**config.mk**
```make
export PLATFORM = sky130hd
export DESIGN_NAME = dmem_arbiter
export DESIGN_NICKNAME = d
export VERILOG_FILES = /design/src/rtl/dmem_pkg.sv /design/src/rtl/dmem_arbiter_rr_arb2.sv /design/src/rtl/dmem_arbiter.sv
export SDC_FILE = /design/constraint.sdc
export NUM_CORES = 1
export LEC_CHECK = 0
export ABC_AREA = 1
export CORE_MARGIN = 4
export CORE_UTILIZATION = 44
export CTS_CLUSTER_SIZE = 20
export DETAILED_ROUTE_END_ITERATION = 6
export GPL_TIMING_DRIVEN = 0
export HOLD_SLACK_MARGIN = 0.12
export PLACE_DENSITY_LB_ADDON = 0.05
export SETUP_SLACK_MARGIN = 0.2
export SLEW_MARGIN = 40
export SYNTH_ARGS = -nofsm -noshare
export SYNTH_HDL_FRONTEND = slang
export SYNTH_HIERARCHICAL = 1
export SYNTH_SLANG_ARGS = --single-unit
```
**constraint.sdc**
```tcl
create_clock -name clk -period 3.2 [get_ports clk]
set_clock_uncertainty 0.1 [all_clocks]
set_input_delay 0.8 -clock clk [delete_from_list [all_inputs] [get_ports clk]]
set_output_delay 0.8 -clock clk [all_outputs]
set_load 0.005 [all_outputs]
```
**src/rtl/dmem_pkg.sv**
```systemverilog
// Shared types and defaults for the data-memory arbiter slice.
package dmem_pkg;

  localparam int unsigned DATA_W_DEF = 32;
  localparam int unsigned ADDR_W_DEF = 32;
  localparam int unsigned DEPTH_DEF  = 128;

  localparam logic REQ_CORE = 1'b0;
  localparam logic REQ_DBG  = 1'b1;

  typedef enum logic [1:0] {
    IDLE,
    BUSY,
    RESP
  } state_t;

endpackage

```
**src/rtl/dmem_arbiter_rr_arb2.sv**
```systemverilog
// Combinational two-way round-robin pick; ties go to the requester that did not win last.
module rr_arb2
  import dmem_pkg::*;
(
  input  logic [1:0] i_req,
  input  logic       i_last,
  output logic       o_winner,
  output logic       o_valid
);

  always_comb begin
    o_valid  = |i_req;
    o_winner = REQ_CORE;
    if (&i_req) begin
      o_winner = ~i_last;
    end else if (i_req[1]) begin
      o_winner = REQ_DBG;
    end
  end

endmodule

```
**src/rtl/dmem_arbiter.sv**
```systemverilog
// Core/debug arbiter and sequencer for the single-port data memory.
// Optional address bounds check and sticky err port: DMEM_BOUNDS_CHECK_EN.
module dmem_arbiter
  import dmem_pkg::*;
#(
  parameter int unsigned DATA_W = DATA_W_DEF,
  parameter int unsigned ADDR_W = ADDR_W_DEF,
  parameter int unsigned DEPTH  = DEPTH_DEF
) (
  input  logic              clk,
  input  logic              rst,
  input  logic              c_req,
  input  logic              c_we,
  input  logic [ADDR_W-1:0] c_addr,
  input  logic [DATA_W-1:0] c_wdata,
  output logic              c_gnt,
  output logic              c_ack,
  output logic [DATA_W-1:0] c_rdata,
  input  logic              d_req,
  input  logic              d_we,
  input  logic [ADDR_W-1:0] d_addr,
  input  logic [DATA_W-1:0] d_wdata,
  output logic              d_gnt,
  output logic              d_ack,
  output logic [DATA_W-1:0] d_rdata,
  output logic              mem_we,
  output logic [ADDR_W-1:0] mem_addr,
  output logic [DATA_W-1:0] mem_wdata,
  input  logic [DATA_W-1:0] mem_rdata,
  output logic              busy
`ifdef DMEM_BOUNDS_CHECK_EN
  ,
  output logic              err
`endif
);

`ifdef DMEM_BOUNDS_CHECK_EN
  localparam bit BOUNDS_EN = 1'b1;
`else
  localparam bit BOUNDS_EN = 1'b0;
`endif

  state_t            r_state;
  state_t            w_next;
  logic              r_last;
  logic              r_id;
  logic              r_we;
  logic [ADDR_W-1:0] r_addr;
  logic [DATA_W-1:0] r_wdata;
  logic [DATA_W-1:0] r_c_rdata;
  logic [DATA_W-1:0] r_d_rdata;
  logic              w_win;
  logic              w_valid;
  logic              w_latch;
  logic              w_oob;

  rr_arb2 u_arb (
    .i_req    ({d_req, c_req}),
    .i_last   (r_last),
    .o_winner (w_win),
    .o_valid  (w_valid)
  );

  // The request register doubles as the memory address/data drivers, so they
  // naturally hold their last value outside BUSY.
  assign mem_addr  = r_addr;
  assign mem_wdata = r_wdata;
  assign c_rdata   = r_c_rdata;
  assign d_rdata   = r_d_rdata;
  assign busy      = (r_state != IDLE);
  assign w_oob     = BOUNDS_EN && (r_addr >= ADDR_W'(DEPTH));

  always_comb begin
    w_next  = r_state;
    w_latch = 1'b0;
    c_gnt   = 1'b0;
    d_gnt   = 1'b0;
    c_ack   = 1'b0;
    d_ack   = 1'b0;
    mem_we  = 1'b0;
    case (r_state)
      IDLE: begin
        if (w_valid) begin
          w_latch = 1'b1;
          w_next  = BUSY;
        end
      end
      BUSY: begin
        c_gnt  = (r_id == REQ_CORE);
        d_gnt  = (r_id == REQ_DBG);
        mem_we = r_we && !w_oob;
        w_next = RESP;
      end
      RESP: begin
        c_ack = (r_id == REQ_CORE);
        d_ack = (r_id == REQ_DBG);
        if (w_valid) begin
          w_latch = 1'b1;
          w_next  = BUSY;
        end else begin
          w_next = IDLE;
        end
      end
      default: w_next = IDLE;
    endcase
    // Reset aborts an in-flight access within the same cycle.
    if (rst) begin
      c_gnt  = 1'b0;
      d_gnt  = 1'b0;
      c_ack  = 1'b0;
      d_ack  = 1'b0;
      mem_we = 1'b0;
    end
  end

  always_ff @(posedge clk) begin
    if (rst) begin
      r_state   <= IDLE;
      r_last    <= REQ_DBG;
      r_id      <= REQ_CORE;
      r_we      <= 1'b0;
      r_addr    <= '0;
      r_wdata   <= '0;
      r_c_rdata <= '0;
      r_d_rdata <= '0;
    end else begin
      r_state <= w_next;
      if (w_latch) begin
        r_id    <= w_win;
        r_we    <= w_win ? d_we    : c_we;
        r_addr  <= w_win ? d_addr  : c_addr;
        r_wdata <= w_win ? d_wdata : c_wdata;
      end
      if (r_state == BUSY) begin
        r_last <= r_id;
        if (!r_we) begin
          if (r_id == REQ_DBG) r_d_rdata <= w_oob ? '0 : mem_rdata;
          else                 r_c_rdata <= w_oob ? '0 : mem_rdata;
        end
      end
    end
  end

`ifdef DMEM_BOUNDS_CHECK_EN
  always_ff @(posedge clk) begin
    if (rst) begin
      err <= 1'b0;
    end else if (r_state == BUSY && w_oob) begin
      err <= 1'b1;
    end
  end
`endif

endmodule

```
==> results.sh, run 1 <==
export IMPL_cts_hold_buffers_added=0
export IMPL_peakVddDrop_uv=371
export IMPL_clk_latency_ps=420
export IMPL_dr_wl_met2_mm=10.2
export IMPL_core_area_mm2=0.0138
export IMPL_drc=0
export IMPL_timing_hold_ws_ps=378
export IMPL_critPathLaunch="rst"
export IMPL_cts_tree="done"
export IMPL_power_mw=5.17
export IMPL_antenna_cells=0
export IMPL_grt_max_degree=17
export IMPL_max_freq_ghz=0.348
export IMPL_grt_pass1_vias=6277
export IMPL_power_density_mw_per_mm2=513
export IMPL_clockBufferDepth=2
export IMPL_gp_congestion=0.873
export IMPL_hold_violations=0
export IMPL_die_width_um=127
export IMPL_relSlewSlack_pct=66.5
export IMPL_wl_per_cell_um=13.7
export IMPL_synth_yosys_seq_area_share_pct=43.1
export IMPL_drt_iter0_drc=382
export IMPL_cp_slowest_stage_delay_ps=510
export IMPL_setup_viol=0
export IMPL_grt_usage_pct=24.6
export IMPL_rows=43
export IMPL_synth_seq_cells=133
export IMPL_rsz0062_at_grt="false"
export IMPL_grt_pass1_wl_mm=31.6
export IMPL_drt_total_wl_mm=20.3
export IMPL_worst_slew_pin_slew_ps=503
export IMPL_final_core_util_pct=72.8
export IMPL_antenna_found_initial=0
export IMPL_die_area_mm2=0.0160
export IMPL_slowest_stage="clkdlybuf4s50_1"
export IMPL_ys_types=16
export IMPL_critical_path_arrival_ps=1980
export IMPL_start_kind="primary input"
export IMPL_firstDrtPassIters=5
export IMPL_period_share_pct=89.9
export IMPL_cts_sink_count=133
export IMPL_die_y_um=127
export IMPL_port_buffers=299
export IMPL_worstHoldStart="d_rdata[19]"
export IMPL_hp_class="reg2reg"
export IMPL_io_pins=300
export IMPL_start_util_pct=44.7
export IMPL_synth_warning_count=6
export IMPL_dp_hpwl_mm=15.7
export IMPL_overflow=0
export IMPL_worst_setup_path_end_kind="output port"
export IMPL_clkSlewWorstSetupHoldPaths_ps=60
export IMPL_h_tree_depth=4
export IMPL_drtAntennaViolNets=0
export IMPL_drt_vias_per_instance=4.62
export IMPL_synthToLayoutAreaGrowth_pct=62.8
export IMPL_dr_total_vias=6856
export IMPL_syn_instance_count=972
export IMPL_crit_required_ps=2300
export IMPL_routed_top_layer="met4"
export IMPL_layout_nets=1457
export IMPL_drive_gt1_share_pct=7.21
export IMPL_path_cells="clkdlybuf4s50_1 -> inv_2 -> buf_4 -> nand2_1 -> nor2_1 -> dlygate4sd2_1"
export IMPL_synth_area_per_cell_um2=6.36
export IMPL_outcome="finished, final reports clean"
export IMPL_clockRootBuffer="clkbuf_16"
export IMPL_maxCapViolations=0
export IMPL_wl_met1_mm=7.93
export IMPL_critPathKind="in2out"
export IMPL_period_needed_ps=2880
export IMPL_wl_met3_mm=1.75
export IMPL_p_leak_nw=4.68
export IMPL_syn_num_nets=1138
export IMPL_drv_slew=0
export IMPL_reg2reg_from="r_last"
export IMPL_cp_max_fo=10
export IMPL_numCtsBuffers=17
export IMPL_netlist_area_mm2=0.00618
[cell usage in the layout (no fill, tap or decap), types with 6 or more instances in the layout]
cell	synthesis	final
nor2_1	297	297
clkdlybuf4s50_1	0	294
nand2_1	199	199
dfxtp_1	133	133
inv_1	101	100
nand3_1	66	66
o21ai_0	66	66
a21oi_1	34	34
buf_2	33	32
clkbuf_16	0	17
buf_4	11	13
clkbuf_1	13	13
buf_6	6	6
[synth_stat cells]
cell / count / area [um2]
nor2_1: 297 / 1110
nand2_1: 199 / 747
dfxtp_1: 133 / 2660
inv_1: 101 / 379
nand3_1: 66 / 330
o21ai_0: 66 / 330
a21oi_1: 34 / 170
buf_2: 33 / 165
clkbuf_1: 13 / 48.8
buf_4: 11 / 82.6
buf_6: 6 / 67.6
inv_2: 4 / 15.0
nor2_4: 4 / 45.0
buf_1: 2 / 7.51
nand2_2: 2 / 12.5
or2_1: 1 / 6.26
[worst paths after layout]
path	endpoint	slack (ps)	cells after the start
worst min-delay path	d_rdata[19]	380	2
worst min register to register	d_rdata[19]	380	2
worst max-delay path	c_gnt	320	6
worst max register to register	mem_wdata[18]	1560	7
[routing by layer]
metal,vias to the layer above,track usage (%)
li1,3579,-
met1,3011,27.9
met2,235,43.3
met3,31,8.55
met4,0,8.20
met5,-,0
[what timing repair did]
item / CTS / global route
endpoints found under the setup margin: 5 / 0
resized for setup: 7 / 0
setup buffers: 1 / 0
[cell families (layout without fill, tap and decap cells)]
logic type             after synthesis  in the layout  share of synthesized area [%]
AO/OA/AOI/OAI                      100            100                           8.09
buffers and inverters              170            502                           12.4
flip-flops                         133            133                           43.1
AND/OR/NAND/NOR                    569            569                           36.5
[worst max-delay path: cells and delay by family]
family	cells	cell delay [ps]
buf+inv	4	1020
simple gates	2	150
[power breakdown]
part	switching, mW	internal (mW)
Clock	0.779	1.41
Sequential	0.0759	1.80
Combinational	0.505	0.596
[per-stage QoR]
stage	worst slack (ps)	instances	cell area (um2)	TNS, ps
finish	324	1484	10100	0
floorplan	1010	972	6180	0
global route	242	1484	10100	0
detailed placement	-244	1451	9400	-921
global placement	-225	1451	9400	-889
CTS	322	1484	10100	0
[sequential cells by signal, summed over array words and instances, names as in the netlist]
signal and flops:
c_rdata 32, d_rdata 32, mem_addr 32, mem_wdata 32, r_state 2, r_id 1
r_last 1, r_we 1
[area by class of cell]
type                    instances  area (um2)
inverters                     105         394
multi-input cells             669        2760
repair buffers                300        2990
flip-flops and latches        133        2660
plain buffers                  65         374
well taps                     180         225
fillers                      1167        3760
clock buffers                  18         439
clock inverters                14         224
Power figures use the tool's default switching activity.
==> run 2, diff against run 1 <==
--- a/config.mk
+++ b/config.mk
@@ -13,5 +13,5 @@
 export GPL_TIMING_DRIVEN = 0
 export HOLD_SLACK_MARGIN = 0.12
-export PLACE_DENSITY_LB_ADDON = 0.05
+export PLACE_DENSITY_LB_ADDON = 0.3
 export SETUP_SLACK_MARGIN = 0.2
 export SLEW_MARGIN = 40
==> constraint.sdc (replaced) <==
create_clock -name clk -period 3.2 [get_ports clk]
set_clock_uncertainty 0.1 [all_clocks]
set_input_delay 0.8 -clock clk [delete_from_list [all_inputs] [get_ports clk]]
set_output_delay 0.8 -clock clk [all_outputs]
set_load 0.01 [all_outputs]
==> run 2 against run 1 <==
- combinational power up 5%
- utilization is 0.45 points lower
- non-clock buffer count fell by 1
- clock power shrank 7%
- first-iteration DRC count shrank 0.79%
- via count is 1.5% higher
==> results.sh, run 2 (same netlist as run 1, synthesis figures left out) <==
export IMPL_overflow=0
export IMPL_p_seq_share_pct=37.0
export IMPL_rsz0062_at_grt="true"
export IMPL_critical_path_arrival_ps=2030
export IMPL_layout_nets=1456
export IMPL_cp_max_fo=10
export IMPL_maxCapViolations=0
export IMPL_path_delay_family="buffers and inverters"
export IMPL_fillers=1150
export IMPL_dr_total_vias=6959
export IMPL_mostFrequentLayoutCells="nor2_1 (297), clkdlybuf4s50_1 (294), nand2_1 (199)"
export IMPL_antenna_found_initial=0
export IMPL_path_cells="clkdlybuf4s50_1 -> inv_4 -> buf_4 -> nand3_1 -> nor2_1 -> clkbuf_2"
export IMPL_drt_iter0_drc=379
export IMPL_hold_violations=0
export IMPL_slowest_stage="clkdlybuf4s50_1"
export IMPL_final_core_util_pct=72.4
export IMPL_period_needed_ps=2930
export IMPL_grt_pass1_vias=6485
export IMPL_reg2reg_from="r_last"
export IMPL_drv_slew=0
export IMPL_grt_usage_pct=25.4
export IMPL_io_pins=300
export IMPL_port_buffers=299
export IMPL_worst_setup_path_end_kind="output port"
export IMPL_synthToLayoutAreaGrowth_pct=61.8
export IMPL_drive_gt1_share_pct=7.37
export IMPL_gp_congestion=0.885
export IMPL_worstHoldStart="c_rdata[2]"
export IMPL_die_y_um=127
export IMPL_numCtsBuffers=17
export IMPL_hp_class="reg2reg"
export IMPL_reg2reg_setup_slack_ps=1560
export IMPL_cts_hold_buffers_added=0
export IMPL_antenna_cells=0
export IMPL_p_switching_mw=1.35
export IMPL_peakVddDrop_uv=406
export IMPL_relSlewSlack_pct=67.6
export IMPL_crit_buf_inv=4
export IMPL_period_share_pct=91.7
export IMPL_start_util_pct=44.7
export IMPL_drt_vias_per_instance=4.69
export IMPL_drt_total_wl_mm=20.8
export IMPL_dp_hpwl_mm=16.3
export IMPL_timing_hold_ws_ps=378
export IMPL_clockRootBuffer="clkbuf_16"
export IMPL_wl_per_cell_um=14.0
export IMPL_setup_viol=0
export IMPL_h_tree_depth=4
export IMPL_intPower_mw=3.72
export IMPL_cp_slowest_stage_delay_ps=470
export IMPL_final_common_cell="nor2_1"
export IMPL_worst_slew_pin_slew_ps=487
export IMPL_cts_tree="done"
export IMPL_p_leak_nw=4.66
export IMPL_firstDrtPassIters=4
export IMPL_cts_sink_count=133
export IMPL_p_sw_share_pct=26.7
export IMPL_grt_pass1_wl_mm=32.3
export IMPL_clkSlewWorstSetupHoldPaths_ps=50
export IMPL_start_kind="primary input"
export IMPL_outcome="finished, final reports clean"
export IMPL_clockBufferDepth=2
export IMPL_drtAntennaViolNets=0
export IMPL_critPathLaunch="rst"
export IMPL_critPathKind="in2out"
export IMPL_p_comb_share_pct=22.9
export IMPL_max_freq_ghz=0.341
export IMPL_p_clk_share_pct=40.1
export IMPL_crit_required_ps=2300
export IMPL_die_area_mm2=0.0160
export IMPL_clk_latency_ps=420
export IMPL_core_area_mm2=0.0138
export IMPL_drc=0
export IMPL_die_width_um=127
export IMPL_grt_max_degree=17
export IMPL_rows=43
export IMPL_power_density_mw_per_mm2=506
-- run 2: changes by cell type in the layout (fill, tap and decap cells not counted), sizes merged --
cell	previous run	this run
clkbuf	31	40
dlygate4sd2	5	1
clkinvlp	4	1
bufinv	5	3
buf	53	52
clkinv	2	5
inv	108	105
-- run 2: cell type report --
class                      instances  area [um2]  share of cell area [%]
sequential                       133        2660                    26.6
multi-input combinational        669        2760                    27.5
timing repair buffer             299        2970                    29.7
buffer                            65         374                    3.74
clock inverter                     9         123                    1.23
tap                              180         225                    2.25
clock buffer                      23         498                    4.98
inverter                         105         397                    3.96
-- run 2: worst reg2reg max path, cell delays in order (launching register included) --
cell and delay, ps:
dfxtp_1 320, a21oi_1 130, buf_2 180, buf_2 260
buf_2 270, nor2_1 70, nor2_1 150, nor2_1 60
-- run 2: final timing paths --
check                                      to  cells after the start
worst max-delay path                    c_ack                      6
worst min-delay path               c_rdata[2]                      2
worst max register to register  mem_wdata[22]                      7
worst min register to register     c_rdata[2]                      2
-- run 2: per-stage QoR --
| step | area [um2] | setup WS, ps | TNS [ps] | instances | total power, mW |
|---|---|---|---|---|---|
| 3_3_place_gp | 9400 | -396 | -1320 | 1451 | 3.05 |
| 3_5_place_dp | 9400 | -387 | -1310 | 1451 | 3.06 |
| 4_1_cts | 10000 | 108 | 0 | 1483 | 5.09 |
| 5_1_grt | 10000 | 181 | 0 | 1483 | 5.29 |
| 6_report | 10000 | 267 | 0 | 1483 | 5.07 |
| 2_1_floorplan | 6180 | 946 | 0 | 972 | 2.44 |
-- run 2: power by group through the flow --
stage                     Sequential, mW  Combinational, mW  Clock, mW
final                               1.88               1.16       2.03
after global routing                1.89               1.27       2.13
after CTS                           1.87               1.16       2.05
after detailed placement            1.91               1.16          0
after global placement              1.90               1.14          0
after floorplan                     1.96              0.476          0
-- run 2: per-layer routing --
| layer | up-vias | global-route usage [%] | share of wire [%] |
|---|---|---|---|
| met2 | 262 | 44.1 | 48 |
| met4 | 0 | 11.2 | 3.3 |
| li1 | 3582 | - | - |
| met3 | 48 | 8.46 | 8.9 |
| met1 | 3067 | 28.2 | 39 |
| met5 | - | 0 | 0 |
-- run 2: what timing repair did --
| action | 4_1_cts | 5_1_grt |
|---|---|---|
| buffers inserted | 0 | 0 |
| resized for setup | 11 | 5 |
| pin swaps | 0 | 0 |
| setup endpoints to repair | 5 | 4 |
==> run 3, diff against run 2 <==
PLACE_DENSITY = 0.89   (was not set)
PLACE_DENSITY_LB_ADDON = not set   (was 0.3)
==> run 3 against run 2 <==
- critical path depth stayed put
- clock power is 11% lower
- final cell count is 0.13% higher
- combinational power hardly changed
- via count is 2.6% higher
- register-to-register slack worse by 20 ps
- utilization is 0.32 points lower
- power is 4.1% lower
- non-clock buffer count is 3 higher
- hold slack better by 1.7 ps
==> results.sh, run 3 (same netlist as run 1, synthesis figures left out) <==
export IMPL_cp_max_fo=10
export IMPL_layout_nets=1459
export IMPL_power_density_mw_per_mm2=488
export IMPL_critPathKind="in2out"
export IMPL_drtAntennaViolNets=0
export IMPL_hold_violations=0
export IMPL_reg2reg_from="r_last"
export IMPL_period_needed_ps=2910
export IMPL_rows=43
export IMPL_worst_setup_path_end_kind="output port"
export IMPL_hp_class="reg2reg"
export IMPL_overflow=0
export IMPL_drt_vias_per_instance=4.81
export IMPL_worstHoldStart="d_rdata[23]"
export IMPL_grt_pass1_vias=6817
export IMPL_place_ws_ps=-328
export IMPL_final_common_cell="nor2_1"
export IMPL_start_kind="primary input"
export IMPL_fin_ws_ps=293
export IMPL_clk_latency_ps=420
export IMPL_peakVddDrop_uv=379
export IMPL_drt_total_wl_mm=21.9
export IMPL_fin_setup_tns_ps=0
export IMPL_mostFrequentLayoutCells="nor2_1 (297), clkdlybuf4s50_1 (294), nand2_1 (199)"
export IMPL_cts_sink_count=133
export IMPL_relSlewSlack_pct=66.1
export IMPL_grt_pass1_wl_mm=34.2
export IMPL_io_pins=300
export IMPL_antenna_found_initial=0
export IMPL_critical_path_arrival_ps=2010
export IMPL_p_leak_nw=4.63
export IMPL_grt_max_degree=17
export IMPL_clkSlewWorstSetupHoldPaths_ps=60
export IMPL_core_area_mm2=0.0138
export IMPL_wl_per_cell_um=14.8
export IMPL_cts_tree="done"
export IMPL_die_width_um=127
export IMPL_drt_iter0_drc=365
export IMPL_clockRootBuffer="clkbuf_16"
export IMPL_worst_slew_pin_slew_ps=508
export IMPL_synthToLayoutAreaGrowth_pct=61.1
export IMPL_port_buffers=299
export IMPL_dr_total_vias=7139
export IMPL_outcome="finished, final reports clean"
export IMPL_numCtsBuffers=17
export IMPL_rsz0062_at_grt="false"
export IMPL_period_share_pct=90.8
export IMPL_gp_congestion=0.885
export IMPL_setup_viol=0
export IMPL_clockBufferDepth=2
export IMPL_timing_hold_ws_ps=380
export IMPL_grt_usage_pct=26.8
export IMPL_drv_slew=0
export IMPL_die_area_mm2=0.0160
export IMPL_max_freq_ghz=0.344
export IMPL_start_util_pct=44.7
export IMPL_firstDrtPassIters=5
export IMPL_drive_gt1_share_pct=7.36
export IMPL_drc=0
export IMPL_critPathLaunch="rst"
export IMPL_maxCapViolations=0
export IMPL_crit_required_ps=2300
export IMPL_antenna_cells=0
export IMPL_dp_hpwl_mm=17.1
export IMPL_cts_hold_buffers_added=0
export IMPL_die_y_um=127
export IMPL_h_tree_depth=4
==> run 3: repair_timing <==
item                       CTS  global route
gates resized for setup     11             4
pin swaps                    1             0
setup endpoints to repair    5             4
buffers inserted             1             2
==> run 3: per-stage QoR <==
step	cell area [um2]	total power, mW	std cells	utilization, %
after global routing	9960	5.08	1485	72.1
after global placement	9400	3.05	1451	68.0
final	9960	4.86	1485	72.1
after detailed placement	9400	3.08	1451	68.0
after CTS	9960	4.88	1483	72.0
after floorplan	6180	2.44	972	-
==> run 3: layer usage <==
metal / part of all wire, % / GRT usage, %
met1: 38 / 29.5
met2: 50 / 47.2
met3: 9.3 / 8.97
met4: 3.3 / 11.4
met5: 0 / 0
==> run 3: final timing paths <==
path | end | slack (ps) | depth (start not counted)
worst min register to register | d_rdata[23] | 380 | 2
worst max-delay path | mem_we | 290 | 6
worst max register to register | mem_addr[16] | 1540 | 7
worst min-delay path | d_rdata[23] | 380 | 2
==> run 3: area by class of cell <==
type | instances | area [um2]
multi-input cells | 669 | 2760
repair buffers | 302 | 3010
plain buffers | 65 | 374
fillers | 1107 | 3860
clock inverters | 10 | 82.6
clock buffers | 21 | 460
inverters | 105 | 397
flip-flops and latches | 133 | 2660
well taps | 180 | 225
==> run 3: critical path: stages <==
cell	delay, ps
clkdlybuf4s50_1	470
inv_4	90
buf_4	160
nand2_1	100
nor2_1	110
clkdlybuf4s15_1	270
==> run 3: power by group <==
part	total, mW	switching [mW]	internal (mW)
Sequential	1.88	0.0816	1.80
Combinational	1.17	0.575	0.600
Clock	1.80	0.710	1.09
